## config.mk

```make
export PLATFORM = sky130hd
export DESIGN_NAME = cic_sample_buffer_flat
export DESIGN_NICKNAME = d
export VERILOG_FILES = /design/src/rtl/cic_sample_buffer_pkg.sv /design/src/rtl/cic_sample_buffer_if.sv /design/src/rtl/cic_sample_buffer_fifo.sv /design/src/rtl/cic_sample_buffer.sv /design/src/flat_wrapper.sv
export SDC_FILE = /design/constraint.sdc
export NUM_CORES = 1
export LEC_CHECK = 0
export CORE_MARGIN = 1.5
export CORE_UTILIZATION = 30
export CTS_CLUSTER_DIAMETER = 200
export DETAILED_ROUTE_END_ITERATION = 16
export GPL_TIMING_DRIVEN = 0
export PLACE_DENSITY = 0.57
export SLEW_MARGIN = 20
export SYNTH_ARGS = -nofsm -noshare
export SYNTH_HDL_FRONTEND = slang
export SYNTH_HIERARCHICAL = 1
export SYNTH_SLANG_ARGS = --single-unit
```

## constraint.sdc

```tcl
create_clock -name clk -period 9.2 [get_ports clk]
set_input_delay 1.38 -clock clk [delete_from_list [all_inputs] [get_ports clk]]
set_output_delay 1.38 -clock clk [all_outputs]
set_load 0.02 [all_outputs]
```

## src/rtl/cic_sample_buffer_pkg.sv

```systemverilog
// Shared types and constants for the CIC sample buffer.
package cic_buffer_pkg;

    localparam int DATA_W = 14;

    typedef logic signed [DATA_W-1:0] sample_t;

    // Averaging length is 2^avg_sel samples.
    typedef enum logic [1:0] {
        AVG1 = 2'd0,
        AVG2 = 2'd1,
        AVG4 = 2'd2,
        AVG8 = 2'd3
    } avg_len_e;

    // Counter value of the final sample in a block of 2^len samples.
    function automatic logic [2:0] block_last(avg_len_e len);
        return 3'((4'd1 << len) - 4'd1);
    endfunction

endpackage

```

## src/rtl/cic_sample_buffer_if.sv

```systemverilog
// Readout handshake between the sample buffer and its consumer.
interface cic_sample_buffer_if
    import cic_buffer_pkg::*;
#(
    parameter int W = DATA_W
);
    logic         rd_valid;
    logic         rd_ready;
    logic [W-1:0] rd_data;

    // Buffer side presents the head word.
    modport master (
        output rd_valid,
        output rd_data,
        input  rd_ready
    );

    // Consumer side accepts the head word.
    modport slave (
        input  rd_valid,
        input  rd_data,
        output rd_ready
    );
endinterface

```

## src/rtl/cic_sample_buffer_fifo.sv

```systemverilog
// Synchronous FIFO with occupancy count; a push into a full FIFO is
// accepted only when a pop frees a slot in the same cycle.
module sample_fifo #(
    parameter int W     = 14,
    parameter int DEPTH = 8,
    localparam int AW   = $clog2(DEPTH),
    localparam int CW   = AW + 1
) (
    input  logic          clk,
    input  logic          reset_n,
    input  logic          clear,
    input  logic          push,
    input  logic [W-1:0]  push_data,
    input  logic          pop_req,
    output logic          rd_valid,
    output logic [W-1:0]  rd_data,
    output logic [CW-1:0] count,
    output logic          full,
    output logic          empty
);

    logic [W-1:0]  mem_q [DEPTH];
    logic [W-1:0]  mem_d [DEPTH];
    logic [AW-1:0] wr_ptr_q, wr_ptr_d;
    logic [AW-1:0] rd_ptr_q, rd_ptr_d;
    logic [CW-1:0] count_q, count_d;
    logic          pop;
    logic          push_ok;

    assign empty    = (count_q == '0);
    assign full     = (count_q == CW'(DEPTH));
    assign pop      = pop_req & ~empty;
    assign push_ok  = push & (~full | pop);
    assign rd_valid = ~empty;
    assign rd_data  = mem_q[rd_ptr_q];
    assign count    = count_q;

    // Next-state for pointers, count and memory; clear wins over push/pop.
    always_comb begin
        wr_ptr_d = wr_ptr_q;
        rd_ptr_d = rd_ptr_q;
        count_d  = count_q;
        mem_d    = mem_q;
        if (clear) begin
            wr_ptr_d = '0;
            rd_ptr_d = '0;
            count_d  = '0;
        end else begin
            if (push_ok) begin
                mem_d[wr_ptr_q] = push_data;
                wr_ptr_d        = wr_ptr_q + AW'(1);
            end
            if (pop) begin
                rd_ptr_d = rd_ptr_q + AW'(1);
            end
            case ({push_ok, pop})
                2'b10:   count_d = count_q + CW'(1);
                2'b01:   count_d = count_q - CW'(1);
                default: count_d = count_q;
            endcase
        end
    end

    // Pointer and count registers.
    always_ff @(posedge clk or negedge reset_n) begin
        if (!reset_n) begin
            wr_ptr_q <= '0;
            rd_ptr_q <= '0;
            count_q  <= '0;
        end else begin
            wr_ptr_q <= wr_ptr_d;
            rd_ptr_q <= rd_ptr_d;
            count_q  <= count_d;
        end
    end

    // Storage words; reset to zero so the head word reads 0 after reset.
    for (genvar gi = 0; gi < DEPTH; gi++) begin : g_mem
        // One storage word.
        always_ff @(posedge clk or negedge reset_n) begin
            if (!reset_n) mem_q[gi] <= '0;
            else          mem_q[gi] <= mem_d[gi];
        end
    end

endmodule

```

## src/rtl/cic_sample_buffer.sv

```systemverilog
// Captures decimated CIC samples on the divided-clock rising edge,
// box-car averages 2^avg_sel of them and queues results for readout.
module cic_sample_buffer
    import cic_buffer_pkg::*;
#(
    parameter int DATA_W = cic_buffer_pkg::DATA_W,
    parameter int DEPTH  = 8,
    localparam int CW    = $clog2(DEPTH) + 1
) (
    input  logic                     clk,
    input  logic                     reset_n,
    input  logic signed [DATA_W-1:0] sample_in,
    input  logic                     sample_clk,
    input  logic                     enable,
    input  logic [1:0]               avg_sel,
    input  logic                     clear,
    cic_sample_buffer_if.master      rd,
    output logic [CW-1:0]            count,
    output logic                     overflow
);

    localparam int ACC_W = DATA_W + 3;

    logic                    sclk_q, sclk_d;
    logic                    cap_pend_q, cap_pend_d;
    logic signed [ACC_W-1:0] acc_q, acc_d;
    logic [2:0]              cnt_q, cnt_d;
    avg_len_e                avg_q, avg_d;
    logic                    overflow_q, overflow_d;

    logic                    rise;
    logic signed [ACC_W-1:0] sample_ext;
    logic signed [ACC_W-1:0] sum;
    logic signed [ACC_W-1:0] shifted;
    logic                    push;
    logic [DATA_W-1:0]       push_data;
    logic                    fifo_full;
    logic                    fifo_empty;

    // Edge detect, accumulation and overflow tracking.
    always_comb begin
        rise       = sample_clk & ~sclk_q & enable;
        sample_ext = $signed({{3{sample_in[DATA_W-1]}}, sample_in});
        sum        = acc_q + sample_ext;
        shifted    = sum >>> avg_q;
        push_data  = shifted[DATA_W-1:0];

        sclk_d     = sample_clk;
        cap_pend_d = rise;
        acc_d      = acc_q;
        cnt_d      = cnt_q;
        avg_d      = (cnt_q == 3'd0) ? avg_len_e'(avg_sel) : avg_q;
        overflow_d = overflow_q;
        push       = 1'b0;

        if (!enable) begin
            acc_d = '0;
            cnt_d = 3'd0;
        end else if (cap_pend_q) begin
            if (cnt_q == block_last(avg_q)) begin
                push  = 1'b1;
                acc_d = '0;
                cnt_d = 3'd0;
            end else begin
                acc_d = sum;
                cnt_d = cnt_q + 3'd1;
            end
        end

        if (push && fifo_full && !(rd.rd_valid && rd.rd_ready)) begin
            overflow_d = 1'b1;
        end

        if (clear) begin
            cap_pend_d = 1'b0;
            acc_d      = '0;
            cnt_d      = 3'd0;
            overflow_d = 1'b0;
            push       = 1'b0;
        end
    end

    // Capture-path state registers.
    always_ff @(posedge clk or negedge reset_n) begin
        if (!reset_n) begin
            sclk_q     <= 1'b0;
            cap_pend_q <= 1'b0;
            acc_q      <= '0;
            cnt_q      <= 3'd0;
            avg_q      <= AVG1;
            overflow_q <= 1'b0;
        end else begin
            sclk_q     <= sclk_d;
            cap_pend_q <= cap_pend_d;
            acc_q      <= acc_d;
            cnt_q      <= cnt_d;
            avg_q      <= avg_d;
            overflow_q <= overflow_d;
        end
    end

    assign overflow = overflow_q;

    sample_fifo #(
        .W     (DATA_W),
        .DEPTH (DEPTH)
    ) u_fifo (
        .clk       (clk),
        .reset_n   (reset_n),
        .clear     (clear),
        .push      (push),
        .push_data (push_data),
        .pop_req   (rd.rd_ready),
        .rd_valid  (rd.rd_valid),
        .rd_data   (rd.rd_data),
        .count     (count),
        .full      (fifo_full),
        .empty     (fifo_empty)
    );

endmodule

```

## src/flat_wrapper.sv

```systemverilog
// flat-port wrapper written by rule: the top's interface ports become plain ports
module cic_sample_buffer_flat import cic_buffer_pkg::*;
#(
    parameter int DATA_W = cic_buffer_pkg::DATA_W,
    parameter int DEPTH  = 8,
    localparam int CW    = $clog2(DEPTH) + 1
)
  (clk, reset_n, sample_in, sample_clk, enable, avg_sel, clear, count, overflow, rd_rd_valid, rd_rd_data, rd_rd_ready);
  cic_sample_buffer_if #(.W(14)) rd_i ();
  input  logic clk;
  input  logic reset_n;
  input  logic signed [DATA_W-1:0] sample_in;
  input  logic sample_clk;
  input  logic enable;
  input  logic [1:0] avg_sel;
  input  logic clear;
  output logic [CW-1:0] count;
  output logic overflow;
  output wire logic [$bits(rd_i.rd_valid)-1:0] rd_rd_valid;
  output wire logic [$bits(rd_i.rd_data)-1:0] rd_rd_data;
  input wire logic [$bits(rd_i.rd_ready)-1:0] rd_rd_ready;
  assign rd_rd_valid = rd_i.rd_valid;
  assign rd_rd_data = rd_i.rd_data;
  assign rd_i.rd_ready = rd_rd_ready;
  cic_sample_buffer #(.DATA_W(DATA_W), .DEPTH(DEPTH)) u_core (.clk(clk), .reset_n(reset_n), .sample_in(sample_in), .sample_clk(sample_clk), .enable(enable), .avg_sel(avg_sel), .clear(clear), .rd(rd_i), .count(count), .overflow(overflow));
endmodule
```

==> impl_metrics.env, run 1 <==
export IMPL_status="completed"
export IMPL_placed_cell_area_sq_um=8800
export IMPL_clk_pin_slew_ns=0.06
export IMPL_cts_root_buf="clkbuf_16"
export IMPL_period_share_pct=51.8
export IMPL_slew_violations=0
export IMPL_clk_insertion_delay_late_ns=0.42
export IMPL_cts_resized_gates=0
export IMPL_antenna_found_initial=0
export IMPL_timing_rr_start="u_core/acc_q[0]$_DFFE_PN0P_"
export IMPL_htreeDepth=4
export IMPL_cp_slowest_stage_delay_ns=0.70
export IMPL_cts_tree="yes"
export IMPL_drt_iter0_markers=218
export IMPL_cp_startpoint="u_core/u_fifo/rd_ptr_q[1]$_DFFE_PN0P_"
export IMPL_arrival_ns=3.39
export IMPL_cts_sinks=147
export IMPL_min_from="u_core/sclk_q$_DFF_PN0_"
export IMPL_timing_final_crit_period_ns=4.77
export IMPL_fmax_ghz=0.210
export IMPL_syn_inst=584
export IMPL_cts_inserted_buffers=17
export IMPL_syn_area_per_cell_sq_um=13.6
export IMPL_cp_required_ns=7.82
export IMPL_postCtsHoldBufs=0
export IMPL_cap_violations=0
export IMPL_preCtsSetupSlack_ns=4.04
export IMPL_gp_congestion=0.773
export IMPL_synthesis_nets=630
export IMPL_hold_viol=0
export IMPL_num_vias=4924
export IMPL_crit_top_cell="clkbuf_1"
export IMPL_relSlewSlack_pct=38.5
export IMPL_grt_start_max_net_pins=95
export IMPL_fin_tns_setup_ns=0
export IMPL_area_growth_syn_to_layout_pct=17.8
export IMPL_portBuffers=41
export IMPL_wl_per_cell_um=17.9
export IMPL_p_per_area_nw_per_um2=177
export IMPL_top_level_ports=42
export IMPL_post_cts_setup_buffers=0
export IMPL_yosys_warnings=6
export IMPL_peakVddDrop_uv=117
export IMPL_critPathMaxFanout=10
export IMPL_track_usage_pct=13.7
export IMPL_mappedNetlistArea_sq_um=7940
export IMPL_stdcell_area_sq_um=9360
export IMPL_core_area_sq_um=26000
export IMPL_fin_skew_ns=0.0128
export IMPL_grt_pass1_vias=5200
export IMPL_final_setup_viol_count=0
export IMPL_drt_pass1_iterations=4
export IMPL_overflow=0
export IMPL_drcViolationCount=0
export IMPL_drive_above_1_share_pct=16.3
export IMPL_dp_hpwl_um=12200
export IMPL_critPathSlowestCell="clkbuf_1"
export IMPL_routed_wl_um=17700
export IMPL_nNetsFinal=692
export IMPL_path_class="register to output port"
export IMPL_start_util_pct=30.6
export IMPL_viasPerCell=4.96
export IMPL_dieHeight_um=166
export IMPL_cp_start_kind="register"
export IMPL_die_area_sq_um=27500
export IMPL_cp_cell_sequence="clkbuf_1 -> clkbuf_1 -> mux4_2 -> mux2_2 -> clkdlybuf4s50_1"
export IMPL_endpoint_kind="output port"
export IMPL_antenna_cells=0
export IMPL_worst_pin_slew_ns=0.916
export IMPL_power_leakage_nw=4.58
export IMPL_setup_slack_ns=4.43
export IMPL_core_rowCount=59
export IMPL_die_w_um=166
export IMPL_grt_setup_unrepaired="no"
export IMPL_hold_path_class="register to register"
export IMPL_ant_nets=0
export IMPL_cts_path_max_buffers=2
export IMPL_grt_pass1_wl_um=29300
-- path summary, 6_finish.rpt --
| kind | end | cells after the start | slack (ns) |
|---|---|---|---|
| max | rd_rd_data[12] | 5 | 4.43 |
| min | u_core/cap_pend_q$_DFF_PN0_ | 1 | 0.40 |
| max reg2reg | u_core/u_fifo/mem_q[27]$_DFFE_PN0P_ | 10 | 5.48 |
| min reg2reg | u_core/cap_pend_q$_DFF_PN0_ | 1 | 0.40 |
| max in group asynchronous | u_core/u_fifo/mem_q[30]$_DFFE_PN0P_ | 2 | 7.51 |
| min in group asynchronous | u_core/acc_q[7]$_DFFE_PN0P_ | 1 | 0.88 |
-- metal layers --
layer	GRT usage, %	routed length, um	part of all wire (%)
met1	19.4	8800	50
met2	21.3	8180	46
met3	2.46	440	2.5
met4	4.31	287	1.6
met5	0	0	0
-- layout make-up --
class / instances / area (sq um)
Sequential cell: 147 / 3680
Clock buffer: 18 / 429
Timing Repair Buffer: 43 / 454
Fill cell: 2564 / 16600
Clock inverter: 12 / 113
Inverter: 7 / 26.3
Buffer: 30 / 196
Tap cell: 335 / 419
Multi-Input combinational cell: 400 / 4040
-- placed cells by master, fill, tap and decap left out, types with 4 or more instances in the layout --
cell type          n
a21oi_1           19
nand2_1           21
o21ai_0           16
buf_1              4
clkinvlp_4         4
xnor2_1           13
buf_8              5
mux2i_1           18
a21o_1             8
mux4_2            29
xor2_1             9
nor2b_1            6
nor2_1            26
inv_1              7
dfrtp_1          147
clkbuf_1          14
ha_1              22
clkbuf_16         17
buf_2              4
nand3_1            7
a211oi_1           8
clkdlybuf4s50_1   40
a22o_1            15
mux2_2            15
mux2_1           113
buf_6              5
-- power breakdown --
part           leakage (nW)  internal, mW  switching [mW]
Combinational          2.28         0.142           0.188
Sequential             2.04         0.661          0.0217
Clock                 0.256         0.370           0.277
-- flip-flops by register name, summed over array words and instances (netlist names) --
| register | count |
|---|---|
| u_core/cap_pend_q | 1 |
| u_core/u_fifo/mem_q | 112 |
| u_core/sclk_q | 1 |
| u_core/u_fifo/rd_ptr_q | 3 |
| u_core/overflow | 1 |
| u_core/acc_q | 17 |
| u_core/avg_q | 2 |
| u_core/u_fifo/wr_ptr_q | 3 |
| u_core/u_fifo/count | 4 |
| u_core/cnt_q | 3 |
-- per-stage QoR --
step | std cells | utilization, % | total power [mW] | hold WS (ns)
5_1_grt | 992 | 36.0 | 1.75 | 0.426
2_1_floorplan | 584 | - | 0.903 | 0.382
4_1_cts | 991 | 36.0 | 1.68 | 0.396
6_report | 992 | 36.0 | 1.66 | 0.397
3_3_place_gp | 960 | 33.8 | 1.02 | 0.385
3_5_place_dp | 961 | 33.9 | 1.03 | 0.388
-- critical path: cells and delay by family, from the launching register on --
kind / cells / cell delay, ns
buf+inv: 3 / 1.86
mux: 2 / 0.74
flops: 1 / 0.37
Note: power is estimated with default switching activity, not from simulation.
==> run 2, diff against run 1 <==
Settings changed: PLACE_DENSITY 0.57 to 0.58.
Clock period 9.2 ns to 4 ns, I/O delays scaled along.
==> run 2 against run 1 <==
Effect of this change:
- register-to-register slack lost 5.0 ns
- critical path depth grew 6
- clock-buffer cell count grew 1
==> impl_metrics.env, run 2 (synthesis results as in run 1) <==
export IMPL_die_w_um=166
export IMPL_hold_worst_slack_ns=0.123
export IMPL_core_rowCount=59
export IMPL_grt_pass1_vias=5211
export IMPL_period_share_pct=93.1
export IMPL_critPathMaxFanout=8
export IMPL_cts_sinks=147
export IMPL_cap_violations=0
export IMPL_grt_pass1_wl_um=29200
export IMPL_cts_path_max_buffers=2
export IMPL_cp_required_ns=4.35
export IMPL_reg2reg_depth=10
export IMPL_largest_register_ffs=112
export IMPL_hold_path_class="primary input to async pin"
export IMPL_layout_common_cells="dfrtp_1, mux2_1, clkdlybuf4s50_1"
export IMPL_peakVddDrop_uv=328
export IMPL_gp_congestion=0.804
export IMPL_hold_viol=0
export IMPL_total_power_mw=3.91
export IMPL_drt_iter0_markers=249
export IMPL_cts_inserted_buffers=17
export IMPL_fin_skew_ns=0.00716
export IMPL_nNetsFinal=691
export IMPL_p_per_area_nw_per_um2=416
export IMPL_portBuffers=41
export IMPL_cp_start_kind="primary input"
export IMPL_post_cts_setup_buffers=0
export IMPL_arrival_ns=4.08
export IMPL_num_vias=4934
export IMPL_fin_util_pct=36.2
export IMPL_timing_final_crit_period_ns=3.73
export IMPL_top_level_ports=42
export IMPL_antenna_cells=0
export IMPL_critPathSlowestCell="a311oi_2"
export IMPL_cts_tree="yes"
export IMPL_cts_root_buf="clkbuf_16"
export IMPL_slew_violations=0
export IMPL_cp_startpoint="sample_in[0]"
export IMPL_fmax_ghz=0.268
export IMPL_cp_slowest_stage_delay_ns=0.59
export IMPL_grt_start_max_net_pins=89
export IMPL_worstReg2RegEnd="u_core/u_fifo/mem_q[27]$_DFFE_PN0P_"
export IMPL_cp_cell_sequence="clkdlybuf4s50_1 -> ha_1 -> fa_1 -> a21o_1 -> a221oi_2 -> o21ai_2 -> a21o_1 -> a311oi_2 -> mux2i_1 -> a311oi_2 -> mux2_1"
export IMPL_routed_wl_um=17600
export IMPL_wl_per_cell_um=17.7
export IMPL_largest_register="u_core/u_fifo/mem_q"
export IMPL_viasPerCell=4.97
export IMPL_clk_insertion_delay_late_ns=0.42
export IMPL_overflow=0
export IMPL_antenna_found_initial=0
export IMPL_relSlewSlack_pct=33.9
export IMPL_htreeDepth=4
export IMPL_endpoint_kind="register"
export IMPL_postCtsHoldBufs=0
export IMPL_final_setup_viol_count=0
export IMPL_drt_pass1_iterations=4
export IMPL_power_leakage_nw=4.61
export IMPL_track_usage_pct=13.6
export IMPL_worst_pin_slew_ns=0.991
export IMPL_fillers=2546
export IMPL_die_area_sq_um=27500
export IMPL_reg2reg_slack_ns=0.52
export IMPL_endpoint="u_core/u_fifo/mem_q[27]$_DFFE_PN0P_"
export IMPL_clk_pin_slew_ns=0.06
export IMPL_area_growth_syn_to_layout_pct=18.4
export IMPL_dp_hpwl_um=12200
export IMPL_ant_nets=0
export IMPL_dieHeight_um=166
export IMPL_start_util_pct=30.6
export IMPL_grt_setup_unrepaired="no"
export IMPL_final_common_cell="dfrtp_1"
export IMPL_drcViolationCount=0
export IMPL_drive_above_1_share_pct=16.9
export IMPL_timing_rr_start="u_core/acc_q[0]$_DFFE_PN0P_"
export IMPL_core_area_sq_um=26000
export IMPL_status="completed"
export IMPL_path_class="primary input to register"
==> run 2: changes by cell type in the layout (fill, tap and decap cells not counted), moves of 2 or more <==
cell and delta:
clkinv_2 -2, clkinvlp_4 -2, inv_6 +4, clkbuf_1 -2, clkbuf_8 +2
==> run 2: timing repair <==
item                                    CTS  global route
hold endpoints to repair                  0             0
endpoints found under the setup margin    0            10
gates resized for setup                   0             3
==> run 2: per-stage QoR <==
| step | cell area (sq um) | instances | TNS, ns | setup slack (ns) |
|---|---|---|---|---|
| after floorplan | 7940 | 584 | 0 | 0.769 |
| after global placement | 8770 | 960 | -592.46 | -4.02 |
| after detailed placement | 8800 | 961 | -3.27 | -0.413 |
| after CTS | 9400 | 993 | 0 | 0.00909 |
| after global routing | 9410 | 993 | 0 | 0.0885 |
| final | 9410 | 993 | 0 | 0.275 |
==> run 2: how the worst min path moves through the flow <==
stage	startpoint	endpoint
3_5_place_dp	u_core/sclk_q$_DFF_PN0_	u_core/cap_pend_q$_DFF_PN0_
4_1_cts	reset_n	u_core/acc_q[11]$_DFFE_PN0P_
2_1_floorplan	reset_n	u_core/acc_q[0]$_DFFE_PN0P_
6_report	reset_n	u_core/acc_q[11]$_DFFE_PN0P_
3_3_place_gp	u_core/sclk_q$_DFF_PN0_	u_core/cap_pend_q$_DFF_PN0_
5_1_grt	reset_n	u_core/acc_q[11]$_DFFE_PN0P_
==> run 2: layer usage <==
metal  wire length (um)  vias up  part of all wire [%]  GRT usage (%)
met5                  0        -                     0              0
met1               8620     2531                    49           18.9
met4                227        0                   1.3           3.96
met2               8250       57                    47           21.6
li1                   -     2327                     -              -
met3                482       19                   2.7           2.65
==> run 2: where the power goes <==
group | internal, mW | switching (mW) | total, mW | leakage, nW
registers | 1.52 | 0.0508 | 1.57 | 2.04
logic | 0.320 | 0.430 | 0.750 | 2.28
clock network | 0.912 | 0.680 | 1.59 | 0.288
==> run 2: layout make-up <==
type | instances | area (sq um) | area share, %
Multi-Input combinational cell | 400 | 4050 | 43.0
Clock buffer | 19 | 453 | 4.82
Buffer | 30 | 198 | 2.10
Timing Repair Buffer | 42 | 443 | 4.71
Inverter | 7 | 26.3 | 0.279
Sequential cell | 147 | 3680 | 39.1
Clock inverter | 13 | 141 | 1.50
Tap cell | 335 | 419 | 4.46
==> run 2: worst max-delay path: cells and delay by family <==
family                   cells  cell delay (ns)
AO/OA/AOI/OAI                6             1.98
adder cells (fa/ha/maj)      2             0.66
multiplexers                 2             0.41
buffers and inverters        1             0.41
